**src/rtl/freq_meter.sv**
```systemverilog
// Gated-window frequency meter.
// Counts rising edges of an asynchronous input over a window of GATE_CYCLES
// clk cycles and publishes the count with a one-cycle valid strobe. Windows
// run back-to-back while en stays high; the count saturates and flags ovf.
module freq_meter #(
    parameter int GATE_CYCLES = 27_000_000,
    parameter int CNT_W       = 32
) (
    input  logic             clk,
    input  logic             rst,
    input  logic             sig_in,
    input  logic             en,
    output logic [CNT_W-1:0] freq_out,
    output logic             freq_valid,
    output logic             ovf,
    output logic             busy
);

    localparam int GW = (GATE_CYCLES > 1) ? $clog2(GATE_CYCLES) : 1;
    localparam logic [GW-1:0]    GATE_LAST = GW'(GATE_CYCLES - 1);
    localparam logic [CNT_W-1:0] CNT_MAX   = {CNT_W{1'b1}};
    localparam logic [1:0]       SETTLE_LAST = 2'd2;

    typedef enum logic [1:0] {
        ST_IDLE   = 2'd0,
        ST_SETTLE = 2'd1,
        ST_GATE   = 2'd2
    } state_t;

    // Saturating increment: the count sticks at all-ones instead of wrapping.
    function automatic logic [CNT_W-1:0] sat_inc(input logic [CNT_W-1:0] value,
                                                 input logic             inc);
        if (inc && (value != CNT_MAX)) begin
            return value + CNT_W'(1);
        end else begin
            return value;
        end
    endfunction

    state_t           state_r;
    state_t           state_nxt_s;
    logic [1:0]       settle_r;
    logic [1:0]       settle_nxt_s;
    logic [GW-1:0]    gate_cnt_r;
    logic [GW-1:0]    gate_nxt_s;
    logic [CNT_W-1:0] edge_cnt_r;
    logic [CNT_W-1:0] edge_nxt_s;
    logic             sat_r;
    logic             sat_nxt_s;
    logic             publish_s;

    logic             s1_r;
    logic             s2_r;
    logic             s3_r;
    logic             rise_s;
    logic [CNT_W-1:0] cnt_inc_s;
    logic             sat_hit_s;

    logic [CNT_W-1:0] freq_out_r;
    logic             freq_valid_r;
    logic             ovf_r;
    logic             busy_r;

    // Two-flop synchronizer plus history flop; runs in every state.
    always_ff @(posedge clk or posedge rst) begin
        if (rst) begin
            s1_r <= 1'b0;
            s2_r <= 1'b0;
            s3_r <= 1'b0;
        end else begin
            s1_r <= sig_in;
            s2_r <= s1_r;
            s3_r <= s2_r;
        end
    end

    assign rise_s    = s2_r & ~s3_r;
    assign cnt_inc_s = sat_inc(edge_cnt_r, rise_s);
    assign sat_hit_s = rise_s & (edge_cnt_r == CNT_MAX);

    // State and counter registers.
    always_ff @(posedge clk or posedge rst) begin
        if (rst) begin
            state_r    <= ST_IDLE;
            settle_r   <= 2'd0;
            gate_cnt_r <= {GW{1'b0}};
            edge_cnt_r <= {CNT_W{1'b0}};
            sat_r      <= 1'b0;
        end else begin
            state_r    <= state_nxt_s;
            settle_r   <= settle_nxt_s;
            gate_cnt_r <= gate_nxt_s;
            edge_cnt_r <= edge_nxt_s;
            sat_r      <= sat_nxt_s;
        end
    end

    // Next-state logic: settle after enable, then gate windows back-to-back.
    always_comb begin
        state_nxt_s  = state_r;
        settle_nxt_s = settle_r;
        gate_nxt_s   = gate_cnt_r;
        edge_nxt_s   = edge_cnt_r;
        sat_nxt_s    = sat_r;
        publish_s    = 1'b0;
        case (state_r)
            ST_IDLE: begin
                settle_nxt_s = 2'd0;
                gate_nxt_s   = {GW{1'b0}};
                edge_nxt_s   = {CNT_W{1'b0}};
                sat_nxt_s    = 1'b0;
                if (en) begin
                    state_nxt_s = ST_SETTLE;
                end else begin
                    state_nxt_s = ST_IDLE;
                end
            end
            ST_SETTLE: begin
                // Edges are ignored here so stale synchronizer history never counts.
                gate_nxt_s = {GW{1'b0}};
                edge_nxt_s = {CNT_W{1'b0}};
                sat_nxt_s  = 1'b0;
                if (!en) begin
                    state_nxt_s  = ST_IDLE;
                    settle_nxt_s = 2'd0;
                end else if (settle_r == SETTLE_LAST) begin
                    state_nxt_s  = ST_GATE;
                    settle_nxt_s = 2'd0;
                end else begin
                    settle_nxt_s = settle_r + 2'd1;
                end
            end
            ST_GATE: begin
                if (gate_cnt_r == GATE_LAST) begin
                    // Closing cycle: publish even if en just dropped.
                    publish_s  = 1'b1;
                    gate_nxt_s = {GW{1'b0}};
                    edge_nxt_s = {CNT_W{1'b0}};
                    sat_nxt_s  = 1'b0;
                    if (en) begin
                        state_nxt_s = ST_GATE;
                    end else begin
                        state_nxt_s = ST_IDLE;
                    end
                end else if (!en) begin
                    // Abort: the partial window is discarded silently.
                    state_nxt_s = ST_IDLE;
                    gate_nxt_s  = {GW{1'b0}};
                    edge_nxt_s  = {CNT_W{1'b0}};
                    sat_nxt_s   = 1'b0;
                end else begin
                    gate_nxt_s = gate_cnt_r + GW'(1);
                    edge_nxt_s = cnt_inc_s;
                    sat_nxt_s  = sat_r | sat_hit_s;
                end
            end
            default: begin
                state_nxt_s  = ST_IDLE;
                settle_nxt_s = 2'd0;
                gate_nxt_s   = {GW{1'b0}};
                edge_nxt_s   = {CNT_W{1'b0}};
                sat_nxt_s    = 1'b0;
            end
        endcase
    end

    // Result registers: updated only together with the valid strobe.
    always_ff @(posedge clk or posedge rst) begin
        if (rst) begin
            freq_out_r   <= {CNT_W{1'b0}};
            ovf_r        <= 1'b0;
            freq_valid_r <= 1'b0;
            busy_r       <= 1'b0;
        end else begin
            freq_valid_r <= publish_s;
            busy_r       <= (state_nxt_s != ST_IDLE);
            if (publish_s) begin
                freq_out_r <= cnt_inc_s;
                ovf_r      <= sat_r | sat_hit_s;
            end else begin
                freq_out_r <= freq_out_r;
                ovf_r      <= ovf_r;
            end
        end
    end

    assign freq_out   = freq_out_r;
    assign freq_valid = freq_valid_r;
    assign ovf        = ovf_r;
    assign busy       = busy_r;

endmodule

```
**config.mk**
```make
export PLATFORM = sky130hd
export DESIGN_NAME = freq_meter
export DESIGN_NICKNAME = d
export VERILOG_FILES = /design/src/rtl/freq_meter.sv
export SDC_FILE = /design/constraint.sdc
export NUM_CORES = 1
export LEC_CHECK = 0
export ABC_CLOCK_PERIOD_IN_PS = 4300
export BUFFER_PORTS_ARGS = -buffer_cell sky130_fd_sc_hd__buf_2
export CORE_AREA = 2 2 120 122
export DETAILED_ROUTE_END_ITERATION = 10
export DIE_AREA = 0 0 122 124
export HOLD_SLACK_MARGIN = 0.15
export SYNTH_ARGS = -nofsm -noshare
export SYNTH_HDL_FRONTEND = slang
export SYNTH_SLANG_ARGS = --single-unit
export TNS_END_PERCENT = 20
```
**constraint.sdc**
```tcl
create_clock -name clk -period 4.3 [get_ports clk]
set_input_delay 0.86 -clock clk [delete_from_list [all_inputs] [get_ports clk]]
set_output_delay 0.86 -clock clk [all_outputs]
set_load 0.02 [all_outputs]
```
Word level (Yosys, flattened, before mapping)
Index checks and enable logic that the tools add are counted.
{"block": "op_classes", "add_sub_neg": 3, "n_bitwise": 4, "n_lt_le_gt_ge": 0, "n_eq_ne": 6, "n_mux": 22, "mul": 0, "n_div": 0, "reduce_logical": 3, "shift": 0}
{"operator": "$mux W32", "n": 4}
{"operator": "$mux W25", "n": 3}
{"operator": "$add A32 B1 Y32 const B", "n": 1}
{"operator": "$eq A32 B32 Y1 const B", "n": 1}
{"operator": "$ne A32 B32 Y1 const B", "n": 1}
{"operator": "$add A25 B1 Y25 const B", "n": 1}
{"operator": "$eq A25 B25 Y1 const B", "n": 1}
{"operator": "$mux W2", "n": 7}
{"operator": "$mux W1", "n": 6}
{"operator": "$pmux W2 S3", "n": 1}
{"operator": "$eq A2 B2 Y1 const B", "n": 2}
{"operator": "$pmux W2 S2", "n": 1}
{"operator": "$add A2 B1 Y2 const B", "n": 1}
{"operator": "$and A1 B1 Y1", "n": 2}
{"operator": "$eq A2 B1 Y1 const B", "n": 1}
{"operator": "$logic_not A2 Y1", "n": 1}
{"operator": "$reduce_bool A2 Y1", "n": 1}
{"operator": "$logic_and A1 B1 Y1", "n": 1}
{"operator": "$not A1 Y1", "n": 1}
{"operator": "$or A1 B1 Y1", "n": 1}
{"block": "totals", "reg_bits": 100, "inputBits": 4, "n_memories": 0, "latch_bits": 0, "ram_bits": 0, "mem_bits_ro": 0, "output_inout_bits": 35}

Depth between registers and ports, before layout
{"block": "depth", "word_depth": 7, "depth_mapped": 9, "depth_no_buf": 7}

Worst setup path after synthesis
OpenSTA, ideal clock, no wires.
{"block": "synth_path", "path_type": "register to register", "start": "reg gate_cnt_r[0]", "end": "reg freq_out_r[19], in the netlist freq_out[19]", "path_buffers": 1, "setup_slack_ns": 2.141, "required_time_ns": 4.231, "t_arrival_ns": 2.090, "path_stages_with_launch": 8, "setup_time_ns": 0.069, "synth_period_minus_slack_ns": 2.159, "cell_sequence": "dfrtp_1 > ha_1 > nand2_1 > or4_4 > or2_4 > buf_6 > or4_1 > nand3_1"}
{"block": "synth_between", "elab_chain_len": 3}
{"item": "start, declared", "line": "44", "rtl": "logic [GW-1:0] gate_cnt_r;"}
{"item": "start signal, assigned", "line": "86", "rtl": "gate_cnt_r <= {GW{1'b0}};"}
{"item": "start signal, assigned", "line": "92", "rtl": "gate_cnt_r <= gate_nxt_s;"}
{"item": "$eq A25 B25 Y1", "line": "134", "rtl": "if (gate_cnt_r == GATE_LAST) begin"}
{"item": "$mux W1", "line": "134"}
{"item": "$mux W1", "line": "106", "rtl": "case (state_r)"}
{"item": "end signal, assigned", "line": "170", "rtl": "freq_out_r <= {CNT_W{1'b0}};"}
{"item": "end signal, assigned", "line": "178", "rtl": "freq_out_r <= cnt_inc_s;"}
{"item": "end signal, assigned", "line": "181", "rtl": "freq_out_r <= freq_out_r;"}
{"item": "end, declared", "line": "59", "rtl": "logic [CNT_W-1:0] freq_out_r;"}
No other way between the ends.
A chain may end at the register's enable or synchronous reset.

Final worst setup path
{"block": "layout_path", "start": "reg edge_cnt_r[28]", "end": "reg freq_out_r[29], in the netlist freq_out[29]"}
{"block": "layout_between", "elab_chain_len": 3, "word_cells_on_any_way": 4, "cone_classes": "add/sub: 1; eq/ne: 1; mux: 1; reduce/logical: 1"}
{"item": "start, declared", "line": "46", "rtl": "logic [CNT_W-1:0] edge_cnt_r;"}
{"item": "start signal, assigned", "line": "87", "rtl": "edge_cnt_r <= {CNT_W{1'b0}};"}
{"item": "start signal, assigned", "line": "93", "rtl": "edge_cnt_r <= edge_nxt_s;"}
{"item": "parallel branches: the longest is 2 deep, another holds $add A32 B1 Y32"}
{"item": "$mux W32 *", "line": "33", "rtl": "if (inc && (value != CNT_MAX)) begin"}
Every way passes the cells marked *.

==> flow_metrics.env <==
export IMPL_remaining_drc_errors=0
export IMPL_finalWeightedCongestion=0.8242
export IMPL_drv_slew=0
export IMPL_cap_violations=0
export IMPL_grt_pass1_vias=3785
export IMPL_worstMarginPinSlew_ns=1.253
export IMPL_critPathKind="flop to flop"
export IMPL_rsz0062_at_grt="false"
export IMPL_cts_buffers_inserted=9
export IMPL_critPathCaptureType="flop"
export IMPL_startpoint_type="flop"
export IMPL_slew_headroom=0.1571
export IMPL_avgSynthCellArea_um2=9.570
export IMPL_p_leak_uw=0.002193
export IMPL_synth_top_area_frac=0.5137
export IMPL_dr_first_iter_drc_count=367
export IMPL_grt_total_usage=0.1528
export IMPL_crit_start="edge_cnt_r[28]"
export IMPL_grt_pass1_wl_um=18460
export IMPL_die_area_um2=15130
export IMPL_dp_cells=705
export IMPL_synth_most_common_cell="dfrtp_1"
export IMPL_setup_tns_ns=0
export IMPL_fmax_ghz=0.3877
export IMPL_overflow=0
export IMPL_cts_sinks=100
export IMPL_powerDensity_nw_per_um2=320.8
export IMPL_cts_tree="built"
export IMPL_syn_cell_area_um2=4871
export IMPL_r2r_start="edge_cnt_r[28]"
export IMPL_nets=542
export IMPL_via_count=3892
export IMPL_postSynthCellCount=509
export IMPL_seq_area_frac_synth=0.5137
export IMPL_synth_flop_cell="dfrtp_1"
export IMPL_hold_viol=0
export IMPL_layout_drive_gt1_share=0.1201
export IMPL_fill_cells=1378
export IMPL_clockBufferDepth=2
export IMPL_synth_edf_count=0
export IMPL_ant_nets=0
export IMPL_start_util=0.3550
export IMPL_wl_per_cell_um=14.98
export IMPL_yosys_top_cells_area="dfrtp_1 51%, nor2_1 4.2%, nand2_1 3.9%"
export IMPL_path_clk_slew_ns=0.07
export IMPL_die_w_um=122
export IMPL_cts_setup_buffers=0
export IMPL_vias_per_cell=5.398
export IMPL_area_growth_syn_to_layout_pct=12.61
export IMPL_critPathRequiredTime_ns=4.55
export IMPL_fp_dieH_um=124
export IMPL_worstPathMaxFanout=21
export IMPL_synth_ff_latch_count=100
export IMPL_first_pass_iters=4
export IMPL_cts_hold_buffers=0
export IMPL_antenna_found_initial=0
export IMPL_synth_common_cells="100 x dfrtp_1, 54 x nor2_1, 51 x nand2_1"
export IMPL_clkLatencyLatePin_ns=0.34
export IMPL_min_period_ns=2.579
export IMPL_arrival_ns=2.83
export IMPL_synth_area_leader_cell="dfrtp_1"
export IMPL_layout_area_seq_um2=2502
export IMPL_synth_cell_types=50
export IMPL_row_count=43
export IMPL_hold_class="flop to flop"
export IMPL_root_buffer="clkbuf_16"
export IMPL_syn_nets=515
export IMPL_grt_max_degree=61
export IMPL_core_um2=13720
export IMPL_run_status="finished clean"
export IMPL_ioPinCount=39
export IMPL_cts_resized=0
export IMPL_setup_viol=0
export IMPL_htreeDepth=3
export IMPL_yosysWarnings=0
export IMPL_hpwl_um=7491
export IMPL_routed_wl_um=10800
export IMPL_io_buffers=38
export IMPL_holdCritStartpoint="s1_r"
export IMPL_vdd_drop_max_mv=0.1751
export IMPL_n_antenna_cell=0
export IMPL_synth_async_reset_ratio=1.000
export IMPL_finalCritPeriodShare=0.5998
export IMPL_fin_cells=721
export IMPL_fin_skew_ns=0.008201
export IMPL_multi_input_comb_area_um2=2222
==> state kept, by name (all words and copies together) (netlist names) <==
| signal | count |
|---|---|
| s3_r | 1 |
| settle_r | 2 |
| freq_valid | 1 |
| freq_out | 32 |
| edge_cnt_r | 32 |
| busy | 1 |
| sat_r | 1 |
| s2_r | 1 |
| gate_cnt_r | 25 |
| s1_r | 1 |
| state_r | 2 |
| ovf | 1 |
==> cells by family after synthesis <==
kind of cell,count (synthesis),share of synthesized area
compound gates,87,0.1110
xor+xnor,33,0.05934
fa+ha+maj,2,0.005137
buf+inv,33,0.03108
flops,100,0.5137
mux,1,0.002055
simple gates,253,0.2777
==> cell usage in the layout (no fill, tap or decap), types with 18 or more instances in the layout <==
| master | instances |
|---|---|
| dfrtp_1 | 100 |
| nor2_1 | 54 |
| nand2_1 | 51 |
| buf_2 | 38 |
| nand3_1 | 36 |
| o21ai_0 | 27 |
| a21oi_1 | 24 |
| nand4_1 | 21 |
| or4_1 | 21 |
| xor2_1 | 18 |
==> critical path: stages (launching register included) <==
cell	delay, ns
dfrtp_1	0.43
nand4_1	0.27
or4_4	0.61
o311ai_4	0.74
o31ai_1	0.23
a31oi_1	0.22
==> metal layers <==
metal	GRT usage	vias up	share of wire
met1	0.1882	1901	0.44
met4	0.04382	0	0.011
met2	0.2685	68	0.51
met5	0	-	0
li1	-	1914	-
met3	0.03480	9	0.041
==> final cells by class <==
cell class / instances / area share
sequential: 100 / 0.4562
timing repair buffer: 42 / 0.04015
tap: 180 / 0.04106
clock buffer: 12 / 0.04311
multi-input combinational: 376 / 0.4051
inverter: 7 / 0.005246
clock inverter: 4 / 0.009124
==> path summary, 6_finish.rpt <==
kind / endpoint / slack [ns] / cells after the start
worst min register to register: s2_r / 0.35 / 0
min in group asynchronous: settle_r[1] / 0.64 / 2
worst min-delay path: s2_r / 0.35 / 0
worst max-delay path: freq_out[29] / 1.72 / 5
worst max register to register: freq_out[29] / 1.72 / 5
max in group asynchronous: edge_cnt_r[14] / 2.81 / 3
==> report_power, final <==
group	total, µW	internal, µW	switching, µW
clock network	783	451	333
registers	947	944	2.63
logic	29.8	5.84	23.9
==> per-stage QoR <==
| stage | worst slack [ns] | power [µW] | hold slack (ns) | utilization | cell area [µm²] |
|---|---|---|---|---|---|
| 6_report | 1.721 | 1760 | 0.3545 | 0.3998 | 5485 |
| 5_1_grt | 1.507 | 1833 | 0.3828 | 0.3998 | 5485 |
| 4_1_cts | 1.680 | 1788 | 0.3521 | 0.3998 | 5485 |
| 3_5_place_dp | 1.690 | 996.1 | 0.3362 | 0.3789 | 5199 |
| 3_3_place_gp | 1.765 | 994.7 | 0.3360 | 0.3789 | 5199 |
| 2_1_floorplan | 0.8212 | 983.8 | 0.3312 | - | 4871 |
Power figures use the tool's default switching activity.
